**src/rtl/mmio_key_device_pkg.sv**
```systemverilog
// Shared constants for the key device: default geometry, KCTRL bit positions and
// register addresses, so controller and test code agree on a single definition.
package mmio_key_device_pkg;

  localparam int DBITS_DEF         = 32;
  localparam int ADDR_W_DEF        = 30;
  localparam int NKEYS_DEF         = 4;
  localparam int DEBOUNCE_DEF      = 50000;

  localparam logic [31:0] KDATA_BYTE_ADDR = 32'hFFFF_F080;
  localparam logic [31:0] KCTRL_BYTE_ADDR = 32'hFFFF_F084;

  localparam int KCTRL_RDY = 0;
  localparam int KCTRL_OVR = 2;
  localparam int KCTRL_IE  = 4;

  function automatic logic [29:0] byte_to_word(input logic [31:0] b);
    return 30'(b >> 2);
  endfunction

  function automatic logic [KCTRL_IE:0] pack_kctrl(input logic rdy, input logic ovr,
                                                   input logic ie);
    logic [KCTRL_IE:0] v;
    v            = '0;
    v[KCTRL_RDY] = rdy;
    v[KCTRL_OVR] = ovr;
    v[KCTRL_IE]  = ie;
    return v;
  endfunction

endpackage

```
**src/rtl/mmio_key_device_if.sv**
```systemverilog
// Processor data-bus slice seen by the key device: word address, strobes, data.
// Reads are combinational; the target never stalls the initiator.
interface mmio_key_device_if #(
  parameter int DBITS          = 32,
  parameter int ADDR_BIT_WIDTH = 30
);

  logic [ADDR_BIT_WIDTH-1:0] addr;
  logic                      en_write;
  logic                      en_read;
  logic [DBITS-1:0]          data_in;
  logic [DBITS-1:0]          data_out;
  logic                      sel;

  modport master (
    output addr, en_write, en_read, data_in,
    input  data_out, sel
  );

  modport slave (
    input  addr, en_write, en_read, data_in,
    output data_out, sel
  );

endinterface

```
**src/rtl/mmio_key_device_key_debouncer.sv**
```systemverilog
// One key: 2-flop synchroniser then a stability counter; o_chg pulses on the edge
// where o_stable takes the new level (2+DEBOUNCE_CYCLES edges after a clean change).
module mmio_key_device_key_debouncer #(
  parameter int DEBOUNCE_CYCLES = 50000
) (
  input  logic clk,
  input  logic reset,
  input  logic i_key_n,
  output logic o_stable,
  output logic o_chg
);

  localparam int             CW   = $clog2(DEBOUNCE_CYCLES);
  localparam logic [CW-1:0]  LAST = CW'(DEBOUNCE_CYCLES - 1);

  logic          r_sync1;
  logic          r_sync2;
  logic          r_stable;
  logic [CW-1:0] r_cnt;
  logic          w_diff;
  logic          w_done;

  assign w_diff = r_sync2 ^ r_stable;
  assign w_done = w_diff && (r_cnt == LAST);

  // Any cycle where the synchronised level matches the accepted one restarts the count.
  always_ff @(posedge clk or negedge reset) begin
    if (!reset) begin
      r_sync1  <= 1'b1;
      r_sync2  <= 1'b1;
      r_stable <= 1'b1;
      r_cnt    <= '0;
    end else begin
      r_sync1 <= i_key_n;
      r_sync2 <= r_sync1;
      if (!w_diff) begin
        r_cnt <= '0;
      end else if (w_done) begin
        r_stable <= r_sync2;
        r_cnt    <= '0;
      end else begin
        r_cnt <= r_cnt + CW'(1);
      end
    end
  end

  assign o_stable = r_stable;
  assign o_chg    = w_done;

endmodule

```
**src/rtl/mmio_key_device.sv**
```systemverilog
// Memory-mapped push-button target: debounced KDATA plus KCTRL (rdy/ovr/ie) and irq.
// Reads are combinational in the address cycle; stores take effect on the clock edge.
module mmio_key_device
  import mmio_key_device_pkg::*;
#(
  parameter int                        DBITS           = DBITS_DEF,
  parameter int                        ADDR_BIT_WIDTH  = ADDR_W_DEF,
  parameter int                        NKEYS           = NKEYS_DEF,
  parameter logic [ADDR_BIT_WIDTH-1:0] KDATA_ADDR      = ADDR_BIT_WIDTH'(byte_to_word(KDATA_BYTE_ADDR)),
  parameter logic [ADDR_BIT_WIDTH-1:0] KCTRL_ADDR      = ADDR_BIT_WIDTH'(byte_to_word(KCTRL_BYTE_ADDR)),
  parameter int                        DEBOUNCE_CYCLES = DEBOUNCE_DEF
) (
  input  logic               clk,
  input  logic               reset,
  mmio_key_device_if.slave   bus,
  input  logic [NKEYS-1:0]   key_in,
  output logic               irq
);

  logic [NKEYS-1:0] w_stable;
  logic [NKEYS-1:0] w_chg;
  logic [NKEYS-1:0] w_kdata;
  logic             w_event;
  logic             w_kdata_hit;
  logic             w_kctrl_hit;
  logic             w_ctrl_wr;
  logic             w_rdy_clr;
  logic             w_ovr_clr;
  logic             w_unused_data;
  logic [DBITS-1:0] w_kctrl;
  logic             r_rdy;
  logic             r_ovr;
  logic             r_ie;

  for (genvar g = 0; g < NKEYS; g++) begin : g_key
    mmio_key_device_key_debouncer #(
      .DEBOUNCE_CYCLES (DEBOUNCE_CYCLES)
    ) u_key_debouncer (
      .clk      (clk),
      .reset    (reset),
      .i_key_n  (key_in[g]),
      .o_stable (w_stable[g]),
      .o_chg    (w_chg[g])
    );
  end

  assign w_kdata     = ~w_stable;
  assign w_event     = |w_chg;
  assign w_kdata_hit = (bus.addr == KDATA_ADDR);
  assign w_kctrl_hit = (bus.addr == KCTRL_ADDR);
  assign w_ctrl_wr   = bus.en_write & w_kctrl_hit;
  assign w_rdy_clr   = (bus.en_read & w_kdata_hit) | (w_ctrl_wr & ~bus.data_in[KCTRL_RDY]);
  assign w_ovr_clr   = w_ctrl_wr & ~bus.data_in[KCTRL_OVR];
  assign w_unused_data = ^bus.data_in;

  // A new event only counts as an overrun if the previous one is still unread this cycle.
  always_ff @(posedge clk or negedge reset) begin
    if (!reset) begin
      r_rdy <= 1'b0;
      r_ovr <= 1'b0;
      r_ie  <= 1'b0;
    end else begin
      r_rdy <= w_event | (r_rdy & ~w_rdy_clr);
      r_ovr <= (w_event & r_rdy & ~w_rdy_clr) | (r_ovr & ~w_ovr_clr);
      if (w_ctrl_wr) begin
        r_ie <= bus.data_in[KCTRL_IE];
      end
    end
  end

  always_comb begin
    w_kctrl      = DBITS'(pack_kctrl(r_rdy, r_ovr, r_ie));
    bus.data_out = '0;
    if (w_kdata_hit) begin
      bus.data_out = DBITS'(w_kdata);
    end else if (w_kctrl_hit) begin
      bus.data_out = w_kctrl;
    end
  end

  assign bus.sel = w_kdata_hit | w_kctrl_hit;
  assign irq     = r_rdy & r_ie;

endmodule

```
**src/flat_wrapper.sv**
```systemverilog
// flat-port wrapper written by rule: the top's interface ports become plain ports
module mmio_key_device_flat import mmio_key_device_pkg::*;
#(
  parameter int                        DBITS           = DBITS_DEF,
  parameter int                        ADDR_BIT_WIDTH  = ADDR_W_DEF,
  parameter int                        NKEYS           = NKEYS_DEF,
  parameter logic [ADDR_BIT_WIDTH-1:0] KDATA_ADDR      = ADDR_BIT_WIDTH'(byte_to_word(KDATA_BYTE_ADDR)),
  parameter logic [ADDR_BIT_WIDTH-1:0] KCTRL_ADDR      = ADDR_BIT_WIDTH'(byte_to_word(KCTRL_BYTE_ADDR)),
  parameter int                        DEBOUNCE_CYCLES = DEBOUNCE_DEF
)
  (clk, reset, key_in, irq, bus_addr, bus_en_write, bus_en_read, bus_data_in, bus_data_out, bus_sel);
  mmio_key_device_if #(.DBITS(DBITS), .ADDR_BIT_WIDTH(ADDR_BIT_WIDTH)) bus_i ();
  input  logic clk;
  input  logic reset;
  input  logic [NKEYS-1:0] key_in;
  output logic irq;
  input wire logic [$bits(bus_i.addr)-1:0] bus_addr;
  input wire logic [$bits(bus_i.en_write)-1:0] bus_en_write;
  input wire logic [$bits(bus_i.en_read)-1:0] bus_en_read;
  input wire logic [$bits(bus_i.data_in)-1:0] bus_data_in;
  output wire logic [$bits(bus_i.data_out)-1:0] bus_data_out;
  output wire logic [$bits(bus_i.sel)-1:0] bus_sel;
  assign bus_i.addr = bus_addr;
  assign bus_i.en_write = bus_en_write;
  assign bus_i.en_read = bus_en_read;
  assign bus_i.data_in = bus_data_in;
  assign bus_data_out = bus_i.data_out;
  assign bus_sel = bus_i.sel;
  mmio_key_device #(.DBITS(DBITS), .ADDR_BIT_WIDTH(ADDR_BIT_WIDTH), .NKEYS(NKEYS), .KDATA_ADDR(KDATA_ADDR), .KCTRL_ADDR(KCTRL_ADDR), .DEBOUNCE_CYCLES(DEBOUNCE_CYCLES)) u_core (.clk(clk), .reset(reset), .bus(bus_i), .key_in(key_in), .irq(irq));
endmodule
```
**config.mk**
```make
export PLATFORM = sky130hd
export DESIGN_NAME = mmio_key_device_flat
export DESIGN_NICKNAME = d
export VERILOG_FILES = /design/src/rtl/mmio_key_device_pkg.sv /design/src/rtl/mmio_key_device_if.sv /design/src/rtl/mmio_key_device_key_debouncer.sv /design/src/rtl/mmio_key_device.sv /design/src/flat_wrapper.sv
export SDC_FILE = /design/constraint.sdc
export NUM_CORES = 1
export LEC_CHECK = 0
export ABC_AREA = 1
export CORE_MARGIN = 1.5
export CORE_UTILIZATION = 42
export DETAILED_ROUTE_END_ITERATION = 10
export PLACE_DENSITY = 0.65
export SYNTH_ARGS = -nofsm -noshare
export SYNTH_HDL_FRONTEND = slang
export SYNTH_SLANG_ARGS = --single-unit
```
**constraint.sdc**
```tcl
create_clock -name clk -period 3.7 [get_ports clk]
set_input_delay 0.37 -clock clk [delete_from_list [all_inputs] [get_ports clk]]
set_output_delay 0.37 -clock clk [all_outputs]
set_load 0.02 [all_outputs]
```
# [Word level (Yosys, flattened, before mapping)]
# Cells that the tools add are included.
[word_totals] regBits=79 output_inout_bits=34 elab_cells=70
[op_classes] n_addsub=4 n_eq_ne=6 mux=10 bitwise_logic=22 reduce_logical=9
[op_table] cell="2-to-1 mux 16 bit" count=8
[op_table] cell="adder 16 x 1 -> 16 bit (second input constant)" count=4
[op_table] cell="equality test 16 bit (second input constant)" count=4
[op_table] cell="equality test 30 bit (second input constant)" count=2
[op_table] cell="2-to-1 mux 32 bit" count=1
[op_table] cell="AND 1 bit" count=9
[op_table] cell="AND reduction 2 bit" count=4
[op_table] cell="2-to-1 mux 5 bit" count=1
[op_table] cell="logical AND 1 bit" count=4
[op_table] cell="NOT 1 bit" count=4
[op_table] cell="NOT 4 bit" count=1
[op_table] cell="OR 1 bit" count=4
[op_table] cell="OR reduction 4 bit" count=1
[op_table] cell="bitwise XOR 1 bit" count=4

# [Depth between registers and ports, before layout]
[logic_depth] depth_word=7 ltp_mapped=10 depth_no_buf=10

# [By module]
# From an unflattened synthesis, not the netlist that was laid out.
[hier_totals] cells_unflattened=630 hier_area_um2=4767.1
[modules_own_cells] module="mmio_key_device_key_debouncer" instances=4 cells_per_inst=132 area_per_inst_um2=1038.5 seq_area_each_um2=479.2
[modules_own_cells] module="mmio_key_device" instances=1 cells_per_inst=102 area_per_inst_um2=613.1 seq_area_each_um2=75.1

# [Least setup slack after synthesis]
# Ideal clock, no wire load.
[synth_path] kind="input to output" start="in bus_addr[19]" end="out bus_data_out[2]" arrival_time_ns=1.354 required_time_ns=3.330 setup_slack_ns=1.976 stages=6 cell_sequence="nand2_1 -> nor2_1 -> nand2_1 -> nor2_1 -> nand2_1 -> o21ai_0"
[synth_via] elab_chain_cells=3 elab_cells_between_ends=4 classes_between="eq/ne (2); mux (2)"
[synth_rtl] item="start, declared" line_no="flat_wrapper.sv:17" text="input wire logic [$bits(bus_i.addr)-1:0] bus_addr;"
[synth_rtl] item="equality test 30 bit" line_no="mmio_key_device.sv:50" text="assign w_kctrl_hit = (bus.addr == KCTRL_ADDR);"
[synth_rtl] item="2-to-1 mux 5 bit" line_no="mmio_key_device.sv:76" text="end else if (w_kctrl_hit) begin"
[synth_rtl] item="2-to-1 mux 32 bit (*)" line_no="mmio_key_device.sv:74" text="if (w_kdata_hit) begin"
[synth_rtl] item="end, declared" line_no="flat_wrapper.sv:21" text="output wire logic [$bits(bus_i.data_out)-1:0] bus_data_out;"
# Every way passes the cells marked *; elsewhere a longest branch is shown, timed or not.

# [Worst setup path after layout]
[layout_path] start="in bus_addr[19]" end="out bus_data_out[1]"
[layout_via] elab_chain_cells=2
[layout_rtl] item="equality test 30 bit" line_no="mmio_key_device.sv:49" text="assign w_kdata_hit = (bus.addr == KDATA_ADDR);"
[layout_rtl] item="2-to-1 mux 32 bit" line_no="mmio_key_device.sv:74"
# No other way between the ends.

==> run_results.csv <==
group,metric,value,unit
timing,slew_headroom,0.367,
final_layout,mostFrequentLayoutCells,"nand2_1 (109), nor2_1 (89), inv_1 (85), dfrtp_1 (67), clkdlybuf4s50_1 (46)",
cts,cts_setup_buffers,0,
drt,vias,3568,
drt,drtIter0Drc,125,
final_layout,finalInstanceArea,0.00511,sq mm
drt,drt-total-wl,8210,um
timing,drv_slew,0,
floorplan,die_w,105,um
final_layout,num-nets-final,690,
cts,ctsHtreeMaxLevel,3,
setup_path,r2r_end,"u_core.g_key[2].u_key_debouncer.r_cnt[10]",
setup_path,cp-start-kind,"input pin",
synthesis,seq_area_frac_synth,0.457,
drt,wl_per_cell,10.8,um
setup_path,crit_arrival,2.35,ns
cts,numClockSinks,79,
synthesis,synth.avg_cell_area,7.77,sq um
floorplan,num_rows,37,
final_layout,syn_to_final_growth,17.1,%
place,place.gp.congestion,0.883,
drt,drt_pre_antenna_iters,4,
timing,timing.final.crit_share,0.735,
setup_path,critical_path.endpoint,"bus_data_out[1]",
grt,grt.overflow.total,0,
setup_path,critPathKind,"in2out",
grt,antenna_found_initial,0,
setup_path,r2r_cells,5,
final_layout,diodes,0,
synthesis,synth_edf_count,0,
cts,clk_pin_slew_worst_paths,0.08,ns
cts,root_buffer,"clkbuf_8",
timing,fmax,368,MHz
power,p_per_area,344,mW/mm^2
timing,min_period,2.72,ns
timing,worstMarginPinSlew,0.949,ns
floorplan,die_y,105,um
final_layout,drive_gt1_frac,0.0966,
place,dp_hpwl,6040,um
timing,fin_skew,0.0111,ns
floorplan,die_area,0.0110,sq mm
final_layout,num-fill-cells,967,
setup_path,r2r_setup_slack,1.98,ns
synthesis,yosys_warnings,0,
power,peakVddDrop,0.152,mV
floorplan,start_util,0.428,
floorplan,io_pins,104,
worst_hold_path,hp-class,"in2async",
drt,drc,0,
grt,grt_pass1_vias,3368,
grt,grt_first_pass_wirelength,14500,um
setup_path,cp-end-kind,"output pin",
status,status,"complete, no violations",
synthesis,syn_inst,561,
place,dpl_cell_area,0.00488,sq mm
synthesis,synth_async_sr_flop_share,1.00,
final_layout,final_common_cell,"nand2_1",
drt,drt-vias-per-instance,4.71,
cts,cts_buffer_depth,2,
place,port_buffers,47,
power,leakage,2.51,nW
synthesis,ys_seq_elements,79,
setup_path,crit_fanout,5,
cts,cts-resized-gates,0,
synthesis,synth_ff_type,"dfrtp_1",
timing,setup_viol,0,
cts,worstSkewPairLatency,0.35,ns
timing,setup-tns-final,0,ns
setup_path,r2r-start,"u_core.g_key[2].u_key_debouncer.o_stable",
cts,cts_hold_buf,0,
setup_path,critical_path.startpoint,"bus_addr[19]",
setup_path,cp.required,3.33,ns
job,cap_violations,0,
grt,grt_max_degree,80,
timing,rsz0062_at_grt,"false",
drt,ant_nets,0,
floorplan,core-area,0.0102,sq mm
cts,cts_tree,"done",
timing,hold_viol,0,
synthesis,syn-cell-area,0.00436,sq mm
final_layout,utilization,0.501,
power,total_power,1.76,mW
grt,grt_usage,0.160,
cts,cts_buffers,9,
synthesis,ys_types,41,
Yosys cell counts (2+ instances only):
library cell | instances | area [sq um]
dfrtp_1 | 67 | 1680
mux2_2 | 3 | 33.8
o21a_1 | 2 | 15.0
nand3_2 | 2 | 20.0
nand4_1 | 8 | 50.1
nor2_1 | 89 | 334
dfstp_2 | 12 | 315
nand2_2 | 5 | 31.3
a21oi_1 | 22 | 110
nor3b_1 | 2 | 15.0
nor3_1 | 13 | 65.1
xnor2_1 | 7 | 61.3
nand3_1 | 39 | 195
xor2_1 | 7 | 61.3
or2_2 | 4 | 25.0
a31oi_1 | 5 | 31.3
nand2_1 | 109 | 409
nor3_2 | 2 | 20.0
nor4_1 | 2 | 12.5
o21ai_1 | 2 | 10.0
nor2_2 | 4 | 25.0
inv_1 | 85 | 319
ha_1 | 4 | 50.1
o21ai_0 | 19 | 95.1
a21oi_2 | 2 | 17.5
buf_4 | 27 | 203
inv_2 | 4 | 15.0
flip-flops by register name, indices dropped and copies added, names as in the netlist:
register,flops
u_core.g_key.u_key_debouncer.o_stable,4
u_core.g_key.u_key_debouncer.r_cnt,64
u_core.g_key.u_key_debouncer.r_sync1,4
u_core.g_key.u_key_debouncer.r_sync2,4
u_core.r_ie,1
u_core.r_ovr,1
u_core.r_rdy,1
final cells by class:
class / instances / area [sq um] / share of cell area
multi-input cells: 390 / 1910 / 0.375
clock inverters: 6 / 92.6 / 0.0181
repair buffers: 47 / 468 / 0.0916
well taps: 136 / 170 / 0.0333
flip-flops and latches: 79 / 1990 / 0.390
inverters: 89 / 334 / 0.0654
clock buffers: 10 / 138 / 0.0269
where the power goes:
group          internal, mW  switching, mW
clock                 0.402          0.329
sequential            0.881        0.00943
combinational        0.0553         0.0798
metal layers:
layer / GRT usage / wire length, um / vias up
li1: - / - / 1824
met1: 0.210 / 4030 / 1632
met2: 0.259 / 3560 / 101
met3: 0.0337 / 506 / 11
met4: 0.0597 / 113 / 0
met5: 0 / 0 / -
logic make-up after synthesis:
group / synth area share
fa+ha+maj: 0.0115
other cells: 0.000860
flops: 0.457
simple gates: 0.291
compound gates: 0.0749
buf+inv: 0.127
mux: 0.0103
xor+xnor: 0.0281
how the worst min path moves through the flow:
stage,start,to,slack (ns),cells past startpoint
CTS,reset,u_core.g_key[0].u_key_debouncer.r_cnt[8],0.21,1
finish,reset,u_core.g_key[0].u_key_debouncer.r_cnt[8],0.18,1
global placement,u_core.g_key[1].u_key_debouncer.r_sync1,u_core.g_key[1].u_key_debouncer.r_sync2,0.35,0
floorplan,reset,u_core.g_key[0].u_key_debouncer.r_cnt[0],0.07,0
detailed placement,u_core.g_key[1].u_key_debouncer.r_sync1,u_core.g_key[1].u_key_debouncer.r_sync2,0.35,0
global route,reset,u_core.g_key[0].u_key_debouncer.r_cnt[8],0.27,1
worst max-delay path: stages:
cell             delay, ns
clkdlybuf4s50_1       0.46
nand2_1               0.05
nor2_1                0.09
nand2_1               0.06
nor2_1                0.24
nand2_1               0.22
nor2_1                0.22
clkdlybuf4s50_1       0.64
metrics by stage:
| stage | setup slack, ns | hold WS [ns] | cells |
|---|---|---|---|
| final | 0.982 | 0.181 | 757 |
| after detailed placement | 0.965 | 0.351 | 741 |
| after floorplan | 1.98 | 0.0744 | 587 |
| after global routing | 0.816 | 0.266 | 757 |
| after CTS | 0.965 | 0.210 | 757 |
| after global placement | 1.00 | 0.347 | 741 |
Power figures use the tool's default switching activity.
==> patch 1, RTL diff (config.mk and constraints unchanged) <==
Set the package constant `NKEYS_DEF` to 3 (it was 4).
--- a/src/rtl/mmio_key_device_pkg.sv
+++ b/src/rtl/mmio_key_device_pkg.sv
@@ -4,7 +4,7 @@
 
   localparam int DBITS_DEF         = 32;
   localparam int ADDR_W_DEF        = 30;
-  localparam int NKEYS_DEF         = 4;
+  localparam int NKEYS_DEF         = 3;
   localparam int DEBOUNCE_DEF      = 50000;
 
   localparam logic [31:0] KDATA_BYTE_ADDR = 32'hFFFF_F080;
Interface: changed (resized key_in); port bits go from 104 to 103. The function was not compared with the original's and may differ.
==> patch 1 against the unedited design <==
Synthesized cell count shrank 24%; count of clock-buffer cells in the layout unchanged; synthesized area down 23%; core utilization increased by 2.6 points; maximum frequency decreased by 3.1%; final area down 20%; sequential share of layout area down 2.1 points; total power fell by 13%; largest cell class unchanged; highest routed layer unchanged; largest power group is now clock; sequential cell count shrank 19; worst hold slack worse by 0.10 ns; worst setup slack lost 0.086 ns; critical path depth is the same; wire length down 21%.
==> patch 1: results (changes against the unedited design) <==
status finished clean; Max IR drop VDD 264 uV (+74%); Yosys cell types 39 (-4.9%); Reg-to-Reg End u_core.g_key[0].u_key_debouncer.r_cnt[12]$_DFF_PN0_; WL final 6.46 mm (-21%); Via density 4.62 (-2.0%); Vias 2711 (-24%); crit path DAT 2.43 ns (+0.08 ns); vias in the first global route 2601 (-23%); Inst Count DP 571 (-23%); Lkg Pwr 1.94 nW (-23%); Reg2Reg Launch Point u_core.g_key[0].u_key_debouncer.r_cnt[1]$_DFF_PN0_; Syn Area/Cell 7.96 um2 (+2.5%); Worst R2R Path Depth 8 (+3); Post-Route Skew 0.0102 ns (-0.000868 ns); HPWL Detailed 4.89 mm (-19%); NumNets Final 552 (-20%); max FFs per register 48 (-25%); pre-CTS WS 0.887 ns (-0.0777 ns); Fillers 744 (-23%); Global Route Usage Sum 0.169 (+0.00911); PortBufs 45 (-4.3%); top cells by instance count after synthesis nand2_1, inv_1, nor2_1, dfrtp_1, buf_4; DRT iter0 DRCs 109 (-13%); R2R Setup Slk 2.12 ns (+0.14 ns); drt first pass iters 5 (+1); CP Max Fanout 6 (+1); largest net degree at the start of global routing 33 (-59%); Slew @ Worst Pin 0.714 ns (-0.235 ns)
## patch 1: cell types whose count changed in the layout (fill, tap and decap cells not counted), sizes merged, moves of 6 or more
cell / change
nand2: -30
inv: -22
dfrtp: -16
nand4: -6
nand3: -15
nor2: -34
## patch 1: power breakdown
part,internal (W),switching (W)
sequential,0.000670,0.00000763
combinational,0.0000522,0.0000701
clock,0.000466,0.000269
total,0.00119,0.000347
## patch 1: cells by family after synthesis
kind of cell	synth area share
and+or+nand+nor	0.259
buffers and inverters	0.139
DFF	0.448
AOI/OAI and AO/OA	0.102
xor gates and xnor gates	0.0308
adders and majority gates	0.0111
muxes	0.0100
other	0.00111
## patch 1: layout make-up
| class | count | area [um2] | area share |
|---|---|---|---|
| Multi-Input combinational cell | 294 | 1500 | 0.365 |
| Clock buffer | 10 | 138 | 0.0336 |
| Timing Repair Buffer | 46 | 453 | 0.111 |
| Sequential cell | 60 | 1510 | 0.369 |
| Inverter | 69 | 259 | 0.0632 |
| Clock inverter | 6 | 111 | 0.0272 |
| Tap cell | 102 | 128 | 0.0311 |
## patch 1: stage by stage
| step | cell area (um2) | hold slack (ns) |
|---|---|---|
| floorplan | 3480 | 0.0744 |
| global route | 4100 | 0.133 |
| detailed placement | 3850 | 0.351 |
| finish | 4100 | 0.0786 |
| CTS | 4100 | 0.104 |
| global placement | 3850 | 0.347 |
## patch 1: worst max-delay path by stage
stage | startpoint | endpoint | slack, ns | cells after the start
floorplan | bus_addr[28] | bus_data_out[2] | 1.91 | 6
global placement | bus_addr[28] | bus_data_out[2] | 0.90 | 8
detailed placement | bus_addr[16] | bus_data_out[2] | 0.89 | 8
CTS | bus_addr[16] | bus_data_out[2] | 0.89 | 8
global route | bus_addr[19] | bus_data_out[2] | 0.71 | 8
finish | bus_addr[17] | bus_data_out[2] | 0.90 | 8
## patch 1: critical path, delay by kind of cell
kind	cells	cell delay, ns
AO/OA/AOI/OAI	1	0.24
buffers and inverters	2	1.09
AND/OR/NAND/NOR	5	0.73
## patch 1: per-layer routing
metal  global-route usage  wire [um]  up-vias
met5                    0          0        -
met4               0.0720        106        0
li1                     -          -     1396
met3               0.0271        217        8
met1                0.215       2980     1249
met2                0.284       3150       58
==> patch 2, RTL diff (same flow settings) <==
Without the edit above. Reset style: synchronous (`reset`), changed in 2 clocked blocks.
--- a/src/rtl/mmio_key_device_key_debouncer.sv
+++ b/src/rtl/mmio_key_device_key_debouncer.sv
@@ -24,7 +24,7 @@
   assign w_done = w_diff && (r_cnt == LAST);
 
   // Any cycle where the synchronised level matches the accepted one restarts the count.
-  always_ff @(posedge clk or negedge reset) begin
+  always_ff @(posedge clk) begin
     if (!reset) begin
       r_sync1  <= 1'b1;
       r_sync2  <= 1'b1;
--- a/src/rtl/mmio_key_device.sv
+++ b/src/rtl/mmio_key_device.sv
@@ -54,7 +54,7 @@
   assign w_unused_data = ^bus.data_in;
 
   // A new event only counts as an overrun if the previous one is still unread this cycle.
-  always_ff @(posedge clk or negedge reset) begin
+  always_ff @(posedge clk) begin
     if (!reset) begin
       r_rdy <= 1'b0;
       r_ovr <= 1'b0;
Check against the original RTL: differs if reset is asserted again (counterexample within 4 cycles, from zero or initial values and one cycle with reset low); with reset held inactive, the same outputs for 10 cycles.
==> patch 2 against the unedited design <==
Synthesized cell count is 1.4% lower; sequential cell count unchanged; worst setup slack better by 0.043 ns; global-route usage fell by 0.52 points; synthesized area is 6.9% lower; critical endpoint is now bus_data_out[2]; wire length decreased by 8.7%; final area shrank 7.4%; maximum frequency rose by 1.6%; total power decreased by 11%; clock skew is 0.0014 ns higher; largest power group unchanged; register-to-register slack worse by 0.03 ns; highest routed layer unchanged; clock power decreased by 16%; first-iteration DRC count decreased by 30%.
==> patch 2: results (changes against the unedited design) <==
HPWL Detailed 5.68 mm (-6.1%); Final Wtd Congestion 0.831 (-5.9%); Post-synth ARST share 0 (-1.00); met3 GRT Util 0.0386 (+0.00496); largest net degree at the start of global routing 17 (-79%); vias in the first global route 3012 (-11%); status finished clean; WL met3 411 um (-19%); area occupied by multi-input gates 2060 um2 (+7.7%); Top FF cell, synth dfxtp_1; CLK BUF 13 (+3); R2R Setup Slk 1.95 ns (-0.03 ns); synth top area cells dfxtp_1, nor2_1, nand2_1, inv_1, buf_4; Inverters, non-clock 73 (-18%); Reg2Reg Launch Point u_core.g_key[2].u_key_debouncer.r_cnt[0]$_SDFF_PP0_; Fillers 944 (-2.4%); met1 usage 0.182 (-0.0280); Vias 3414 (-4.3%); NumNets Final 678 (-1.7%); DRT iter0 DRCs 87 (-30%); Reg-to-Reg End u_core.g_key[2].u_key_debouncer.r_cnt[8]$_SDFF_PP0_; Global Route Usage Sum 0.154 (-0.00519); crit path DAT 2.31 ns (-0.04 ns); Worst R2R Path Depth 9 (+4); layout cell share with drive strength beyond 1 0.100 (+0.00355); Hold Crit Class flop to flop; WL per Instance 10.2 um (-6.3%); WL met1 3.49 mm (-13%); FF+latch area 1580 um2 (-21%)
[patch 2: changes by cell type in the layout (fill, tap and decap cells not counted), moves of 6 or more]
cell	before	now
dfrtp_1	67	0
nand2_1	109	93
inv_1	85	72
dfstp_2	12	0
dfxtp_1	0	79
o21ai_0	19	4
nand3_1	39	31
nand3_2	2	9
nor2_1	89	95
nor3b_1	2	9
[patch 2: through the flow]
step            util  total power [W]  hold slack [ns]  std cells  setup slack [ns]
6_report       0.507          0.00157            0.401        738              1.02
5_1_grt        0.507          0.00163            0.420        738             0.868
4_1_cts        0.507          0.00158            0.403        738             0.993
3_5_place_dp   0.488         0.000971            0.398        722              1.01
3_3_place_gp   0.488         0.000969            0.394        722              1.04
2_1_floorplan      -         0.000946            0.392        579              1.98
[patch 2: worst max path at each step]
stage | endpoint | slack [ns] | depth (start not counted)
2_1_floorplan | bus_data_out[2] | 1.98 | 6
3_3_place_gp | bus_data_out[2] | 1.04 | 8
3_5_place_dp | bus_data_out[1] | 1.01 | 8
4_1_cts | bus_data_out[2] | 0.99 | 8
5_1_grt | bus_data_out[2] | 0.87 | 8
6_report | bus_data_out[2] | 1.02 | 8
[patch 2: report_power, final]
part           internal (W)  total [W]  switching [W]
registers          0.000855   0.000857     0.00000265
logic             0.0000454  0.0000928      0.0000474
clock network      0.000314   0.000615       0.000301
[patch 2: cell families (layout without fill, tap and decap cells)]
family,after synthesis,count (layout),synth area share
XOR/XNOR,17,17,0.0367
other,1,27,0.000923
buffers and inverters,106,136,0.127
adder cells (fa/ha/maj),4,4,0.0123
flip-flops,79,79,0.389
AO/OA/AOI/OAI,45,45,0.0662
AND/OR/NAND/NOR,301,301,0.367
